## src/rtl/receptor_salida_pkg.sv

```systemverilog
// Shared types and constants for the output-side drain of the 4x4 FIFO switch.
package receptor_salida_pkg;

    localparam int unsigned DATA_WIDTH = 10;
    localparam int unsigned CNT_WIDTH  = 5;
    localparam int unsigned N_PORTS    = 4;
    localparam int unsigned PORT_WIDTH = 2;
    localparam int unsigned DEST_MSB   = DATA_WIDTH - 1;

    typedef enum logic [1:0] {
        ST_RST  = 2'd0,
        ST_HOLD = 2'd1,
        ST_SCAN = 2'd2
    } state_t;

    // Index of the set bit in a one-hot port vector (0 when none set).
    function automatic logic [PORT_WIDTH-1:0] onehot_to_idx(input logic [N_PORTS-1:0] oh);
        logic [PORT_WIDTH-1:0] r;
        r = '0;
        for (int i = 0; i < int'(N_PORTS); i++) begin
            if (oh[i]) r = PORT_WIDTH'(i);
        end
        return r;
    endfunction

endpackage

```

## src/rtl/receptor_salida_rr_selector.sv

```systemverilog
// Combinational round-robin pick: first requesting, non-excluded port at or above ptr (mod 4).
module receptor_salida_rr_selector
    import receptor_salida_pkg::*;
(
    input  logic [N_PORTS-1:0]    req_mask,
    input  logic [N_PORTS-1:0]    excl_mask,
    input  logic [PORT_WIDTH-1:0] ptr,
    output logic [N_PORTS-1:0]    grant,
    output logic                  grant_valid
);

    logic [N_PORTS-1:0]    cand;
    logic [PORT_WIDTH-1:0] pos;

    always_comb begin
        grant       = '0;
        grant_valid = 1'b0;
        pos         = '0;
        cand        = req_mask & ~excl_mask;
        for (int i = 0; i < int'(N_PORTS); i++) begin
            pos = ptr + PORT_WIDTH'(i);
            if (!grant_valid && cand[pos]) begin
                grant[pos]  = 1'b1;
                grant_valid = 1'b1;
            end
        end
    end

endmodule

```

## src/rtl/receptor_salida.sv

```systemverilog
// Drains output FIFOs 4..7 round-robin, checks destinations and keeps queryable per-port receive counts.
module receptor_salida
    import receptor_salida_pkg::*;
(
    input  logic                  clk,
    input  logic                  reset,
    input  logic                  enable,
    input  logic [N_PORTS-1:0]    empty_out,
    input  logic [DATA_WIDTH-1:0] FIFO_data_out4,
    input  logic [DATA_WIDTH-1:0] FIFO_data_out5,
    input  logic [DATA_WIDTH-1:0] FIFO_data_out6,
    input  logic [DATA_WIDTH-1:0] FIFO_data_out7,
    output logic                  pop4,
    output logic                  pop5,
    output logic                  pop6,
    output logic                  pop7,
    output logic [DATA_WIDTH-1:0] data_rx,
    output logic                  data_rx_valid,
    output logic [PORT_WIDTH-1:0] port_rx,
    output logic                  dest_err,
    output logic [CNT_WIDTH-1:0]  err_count,
    input  logic [PORT_WIDTH-1:0] idx,
    input  logic                  req,
    output logic                  valid_contador,
    output logic [CNT_WIDTH-1:0]  contador_out
);

    state_t                state, state_nxt;
    logic                  sel_en;
    logic [N_PORTS-1:0]    pop_q;
    logic [N_PORTS-1:0]    grant;
    logic                  grant_valid;
    logic [PORT_WIDTH-1:0] ptr;
    logic [PORT_WIDTH-1:0] grant_idx;
    logic [PORT_WIDTH-1:0] cap_port;
    logic [DATA_WIDTH-1:0] cap_data;
    logic                  cap_hit;
    logic                  cap_bad;
    logic [CNT_WIDTH-1:0]  cnt [N_PORTS];

    assign {pop7, pop6, pop5, pop4} = pop_q;

    // The port popped this cycle is masked so its stale empty flag cannot re-select it.
    receptor_salida_rr_selector u_rr_selector (
        .req_mask    (~empty_out),
        .excl_mask   (pop_q),
        .ptr         (ptr),
        .grant       (grant),
        .grant_valid (grant_valid)
    );

    assign grant_idx = onehot_to_idx(grant);
    assign cap_port  = onehot_to_idx(pop_q);
    assign cap_hit   = |pop_q;
    assign cap_bad   = cap_data[DEST_MSB -: PORT_WIDTH] != cap_port;

    always_comb begin
        unique case (cap_port)
            2'd0:    cap_data = FIFO_data_out4;
            2'd1:    cap_data = FIFO_data_out5;
            2'd2:    cap_data = FIFO_data_out6;
            default: cap_data = FIFO_data_out7;
        endcase
    end

    always_ff @(posedge clk) begin
        if (!reset) state <= ST_RST;
        else        state <= state_nxt;
    end

    always_comb begin
        state_nxt = state;
        sel_en    = 1'b0;
        unique case (state)
            ST_RST:  state_nxt = ST_HOLD;
            ST_HOLD: begin
                sel_en = enable;
                if (enable) state_nxt = ST_SCAN;
            end
            ST_SCAN: begin
                sel_en = enable;
                if (!enable) state_nxt = ST_HOLD;
            end
            default: state_nxt = ST_RST;
        endcase
    end

    // Pop issue, capture of the previously popped word, counters and query port.
    always_ff @(posedge clk) begin
        if (!reset) begin
            pop_q          <= '0;
            ptr            <= '0;
            data_rx        <= '0;
            data_rx_valid  <= 1'b0;
            port_rx        <= '0;
            dest_err       <= 1'b0;
            err_count      <= '0;
            valid_contador <= 1'b0;
            contador_out   <= '0;
            for (int i = 0; i < int'(N_PORTS); i++) cnt[i] <= '0;
        end else begin
            pop_q <= (sel_en && grant_valid) ? grant : '0;
            if (sel_en && grant_valid) ptr <= grant_idx + PORT_WIDTH'(1);

            data_rx_valid <= cap_hit;
            dest_err      <= cap_hit && cap_bad;
            if (cap_hit) begin
                data_rx <= cap_data;
                port_rx <= cap_port;
                if (cnt[cap_port] != '1) cnt[cap_port] <= cnt[cap_port] + CNT_WIDTH'(1);
                if (cap_bad && err_count != '1) err_count <= err_count + CNT_WIDTH'(1);
            end

            // Reads the pre-increment count when a capture hits the same port.
            valid_contador <= req;
            if (req) contador_out <= cnt[idx];
        end
    end

endmodule

```

## config.mk

```make
export PLATFORM = sky130hd
export DESIGN_NAME = receptor_salida
export DESIGN_NICKNAME = d
export VERILOG_FILES = /design/src/rtl/receptor_salida_pkg.sv /design/src/rtl/receptor_salida_rr_selector.sv /design/src/rtl/receptor_salida.sv
export SDC_FILE = /design/constraint.sdc
export NUM_CORES = 1
export LEC_CHECK = 0
export BUFFER_PORTS_ARGS = -buffer_cell sky130_fd_sc_hd__buf_2
export CAP_MARGIN = 20
export CORE_ASPECT_RATIO = 0.8
export CORE_MARGIN = 1.5
export CORE_UTILIZATION = 54
export DETAILED_ROUTE_END_ITERATION = 8
export PLACE_DENSITY = 0.8
export SLEW_MARGIN = 0
export SYNTH_ARGS = -nofsm -noshare
export SYNTH_HDL_FRONTEND = slang
export SYNTH_SLANG_ARGS = --single-unit
```

## constraint.sdc

```tcl
create_clock -name clk -period 3.4 [get_ports clk]
set_input_delay 0.17 -clock clk [delete_from_list [all_inputs] [get_ports clk]]
set_output_delay 0.17 -clock clk [all_outputs]
set_load 0.02 [all_outputs]
```

==> metrics.log <==
[metrics] maximum fanout along the worst path: 6
[metrics] total power: 2.42 mW
[metrics] Mapped Cells: 322
[metrics] Clock Latency Late Sink: 0.31 ns
[metrics] number of clock sinks seen by CTS: 53
[metrics] net count after synthesis: 389
[metrics] class of the most critical setup path: register to register
[metrics] total number of vias: 2,651
[metrics] initial core utilization: 0.569
[metrics] number of global-route vias before repair: 2,481
[metrics] Post-Place Cells: 466
[metrics] grt ovf: 0
[metrics] sum of negative setup slack: 0 ns
[metrics] Residual DRC: 0
[metrics] WL final: 7340 um
[metrics] data required time at the worst endpoint: 3.35 ns
[metrics] share of synthesized flip-flops with an asynchronous set or reset: 0
[metrics] number of enable flip-flop cells after synthesis: 20
[metrics] number of placement rows: 24
[metrics] final weighted congestion of routability-driven global placement: 0.984
[metrics] overall die height: 71.5 um
[metrics] commonest register cell after synthesis: dfxtp_1
[metrics] count of endpoints failing hold in the final timing report: 0
[metrics] cell type contributing the most total cell area after synthesis: dfxtp_1
[metrics] per-cell routed wire length: 15.5 um
[metrics] number of antenna repair diodes: 0
[metrics] min cycle time layout: 2.62 ns
[metrics] Seq/Total Area, Yosys: 0.399
[metrics] CTS Buf Count: 5
[metrics] Antenna Nets Post-Route: 0
[metrics] share of layout cells above drive strength 1: 0.290
[metrics] layout overhead on the synthesized area: 18.6%
[metrics] total cell area at the placement stage: 3610 um^2
[metrics] most frequently used cell type in the post-synthesis netlist: nor2_1
[metrics] count of nets after finishing: 462
[metrics] number of H-tree levels: 2
[metrics] die boundary width: 88.6 um
[metrics] total of endpoints with negative setup slack in the final report: 0
[metrics] average instance area after synthesis: 9.82 um^2
[metrics] worst hold margin: 0.193 ns
[metrics] min-delay worst type: primary input to register
[metrics] Worst path top cell family by delay: compound AO/OA/AOI/OAI gates
[metrics] commonest cells in the synthesized netlist: 37 x nor2_1, 33 x dfxtp_1, 32 x nand2_1
[metrics] cells traversed along the worst timing path: mux2i_1, o21ai_0, mux2_2, ha_1, nand2_1, nor2_1, ha_1, o21ai_0
[metrics] Die ar.: 6330 um^2
[metrics] maximum clock frequency: 0.381 GHz
[metrics] CTS Hold Buffers Added: 0
[metrics] count of synthesis-stage warnings from yosys: 0
[metrics] TritonCTS clock tree: done
[metrics] first-pass GRT wire length: 11,900 um
[metrics] wire length on met2: 3380 um
[metrics] post-CTS sizing: 0
[metrics] number of pins with negative max-slew slack in the final report: 0
[metrics] antenna violations before repair: 0
[metrics] launching element type of the critical path: register
[metrics] fill cell total of the finished layout: 440
[metrics] total power per unit cell area: 646 nW/um^2
[metrics] largest cells by area after synthesis: dfxtp_1 21%, edfxtp_1 19%, mux2i_1 7.3%
[metrics] worst path setup slack after routing: 0.778 ns
[metrics] share of the cycle needed by the critical path after routing: 0.771
[metrics] Final Skew: 0.00564 ns
[metrics] pin slew with the least headroom to its limit: 0.670 ns
[metrics] CTS Root Buffer Type: clkbuf_8
[metrics] post-place setup slack: 0.777 ns
[metrics] drt via density: 5.59
[metrics] met3 WL: 591 um
[metrics] proportion of netlist area held by the largest area contributor: 0.209
[metrics] run status: completed
[metrics] highest-delay cell along the critical path: o21ai_0
[metrics] non-filler instance count after layout: 474
[metrics] number of unique standard cell types used by synthesis: 53
[metrics] buffers plus inverters on the worst setup path: 0
[metrics] Max-Cap Viols: 0
[metrics] worst setup slack for register-to-register paths: 0.78 ns
[metrics] Setup Fix Bufs, Post-CTS: 0
[metrics] port buffer count: 78
[metrics] worst endpoint data arrival time: 2.57 ns
[metrics] Detailed Routing Iterations Pass 1: 4
[metrics] Layout Utilization: 0.675
[metrics] highest signal layer in the routed design: met4
[metrics] Final HPWL DP: 5640 um
[metrics] stage delay of the slowest cell on the critical path: 0.56 ns
[metrics] summed instance area of the synthesized netlist: 3160 um^2
[metrics] met1 wire length: 3300 um
[metrics] worst max-slew margin expressed relative to the limit: 0.549
[metrics] clock transition at the registers of the reported paths: 0.10 ns
[metrics] setup repair after global routing missed its margin: no
[metrics] number of primary I/O pins: 79
[metrics] post-route standard cell area excluding fillers: 3750 um^2
[metrics] worst ir drop on vdd: 0.368 mV
[metrics] violation count after the first detailed-route iteration: 148
[metrics] number of buffers on the longest clock path: 2
[metrics] number of storage elements in the synthesis netlist: 53
[metrics] maximum number of pins on one net before global-route repair: 34
[metrics] GRT Overall Usage: 0.244
[metrics] core footprint: 5560 um^2
[metrics] leakage power: 1.74 nW
[metrics] crit path capture type: register
## final timing paths
path / startpoint / end / depth (start not counted)
setup reg to reg: pop_q[1] / cnt[2][1] / 8
setup / recovery: pop_q[1] / cnt[2][1] / 8
hold reg to reg: port_rx[1] / port_rx[1] / 2
hold / removal: req / valid_contador / 2
## worst register-to-register path, delay by kind of cell (launching register included)
kind	cells	cell delay, ns
fa+ha+maj	2	0.46
simple gates	2	0.10
compound gates	2	0.64
mux	2	0.56
flops	1	0.51
## final cells by class
type | count | area [um^2] | share of cell area
Sequential cell | 53 | 1260 | 0.336
Clock buffer | 5 | 68.8 | 0.0183
Clock inverter | 3 | 68.8 | 0.0183
Timing Repair Buffer | 83 | 428 | 0.114
Inverter | 11 | 41.3 | 0.0110
Tap cell | 78 | 97.6 | 0.0260
Multi-Input combinational cell | 241 | 1790 | 0.476
## cells in the final DEF, fill, tap and decap left out, types with 2 or more instances in the layout
cell type,n
and2_1,7
or2_1,2
o21ai_0,9
nand3_1,5
buf_4,5
edfxtp_1,20
or2_2,3
nor2_1,37
mux2i_1,23
a31oi_1,2
a21oi_1,14
xnor2_1,3
and3_1,5
inv_1,10
nand2b_1,2
bufinv_16,2
nand2_1,32
o211a_1,9
a21boi_0,2
buf_2,78
mux4_2,9
nor2b_1,10
dfxtp_1,33
nor3_1,9
o211ai_1,11
a21o_1,2
clkbuf_8,5
ha_1,17
mux2_2,5
## cells by family after synthesis
group | count (synthesis) | synth area share
AND/OR/NAND/NOR | 118 | 0.177
AO/OA/AOI/OAI | 64 | 0.151
flip-flops | 53 | 0.399
multiplexers | 38 | 0.158
buffers and inverters | 28 | 0.0368
adder cells (fa/ha/maj) | 17 | 0.0672
XOR/XNOR | 4 | 0.0111
## sequential cells by signal, indices dropped and copies added (netlist names)
register and flops:
pop_q 4, ptr 2, data_rx_valid 1, dest_err 1
data_rx 10, state 2, contador_out 5, cnt 20
valid_contador 1, err_count 5, port_rx 2
## metal layers
metal  GRT usage  vias to the layer above
li1            -                     1302
met1       0.334                     1220
met2       0.396                      121
met3      0.0588                        8
met4      0.0538                        0
met5           0                        -
## power by group
group	total (mW)	switching, mW	internal [mW]	leakage [nW]
sequential	0.878	0.0903	0.787	0.476
clock	0.510	0.214	0.296	0.0687
combinational	1.03	0.612	0.421	1.20
No activity file was read; power rests on OpenSTA's default activity.
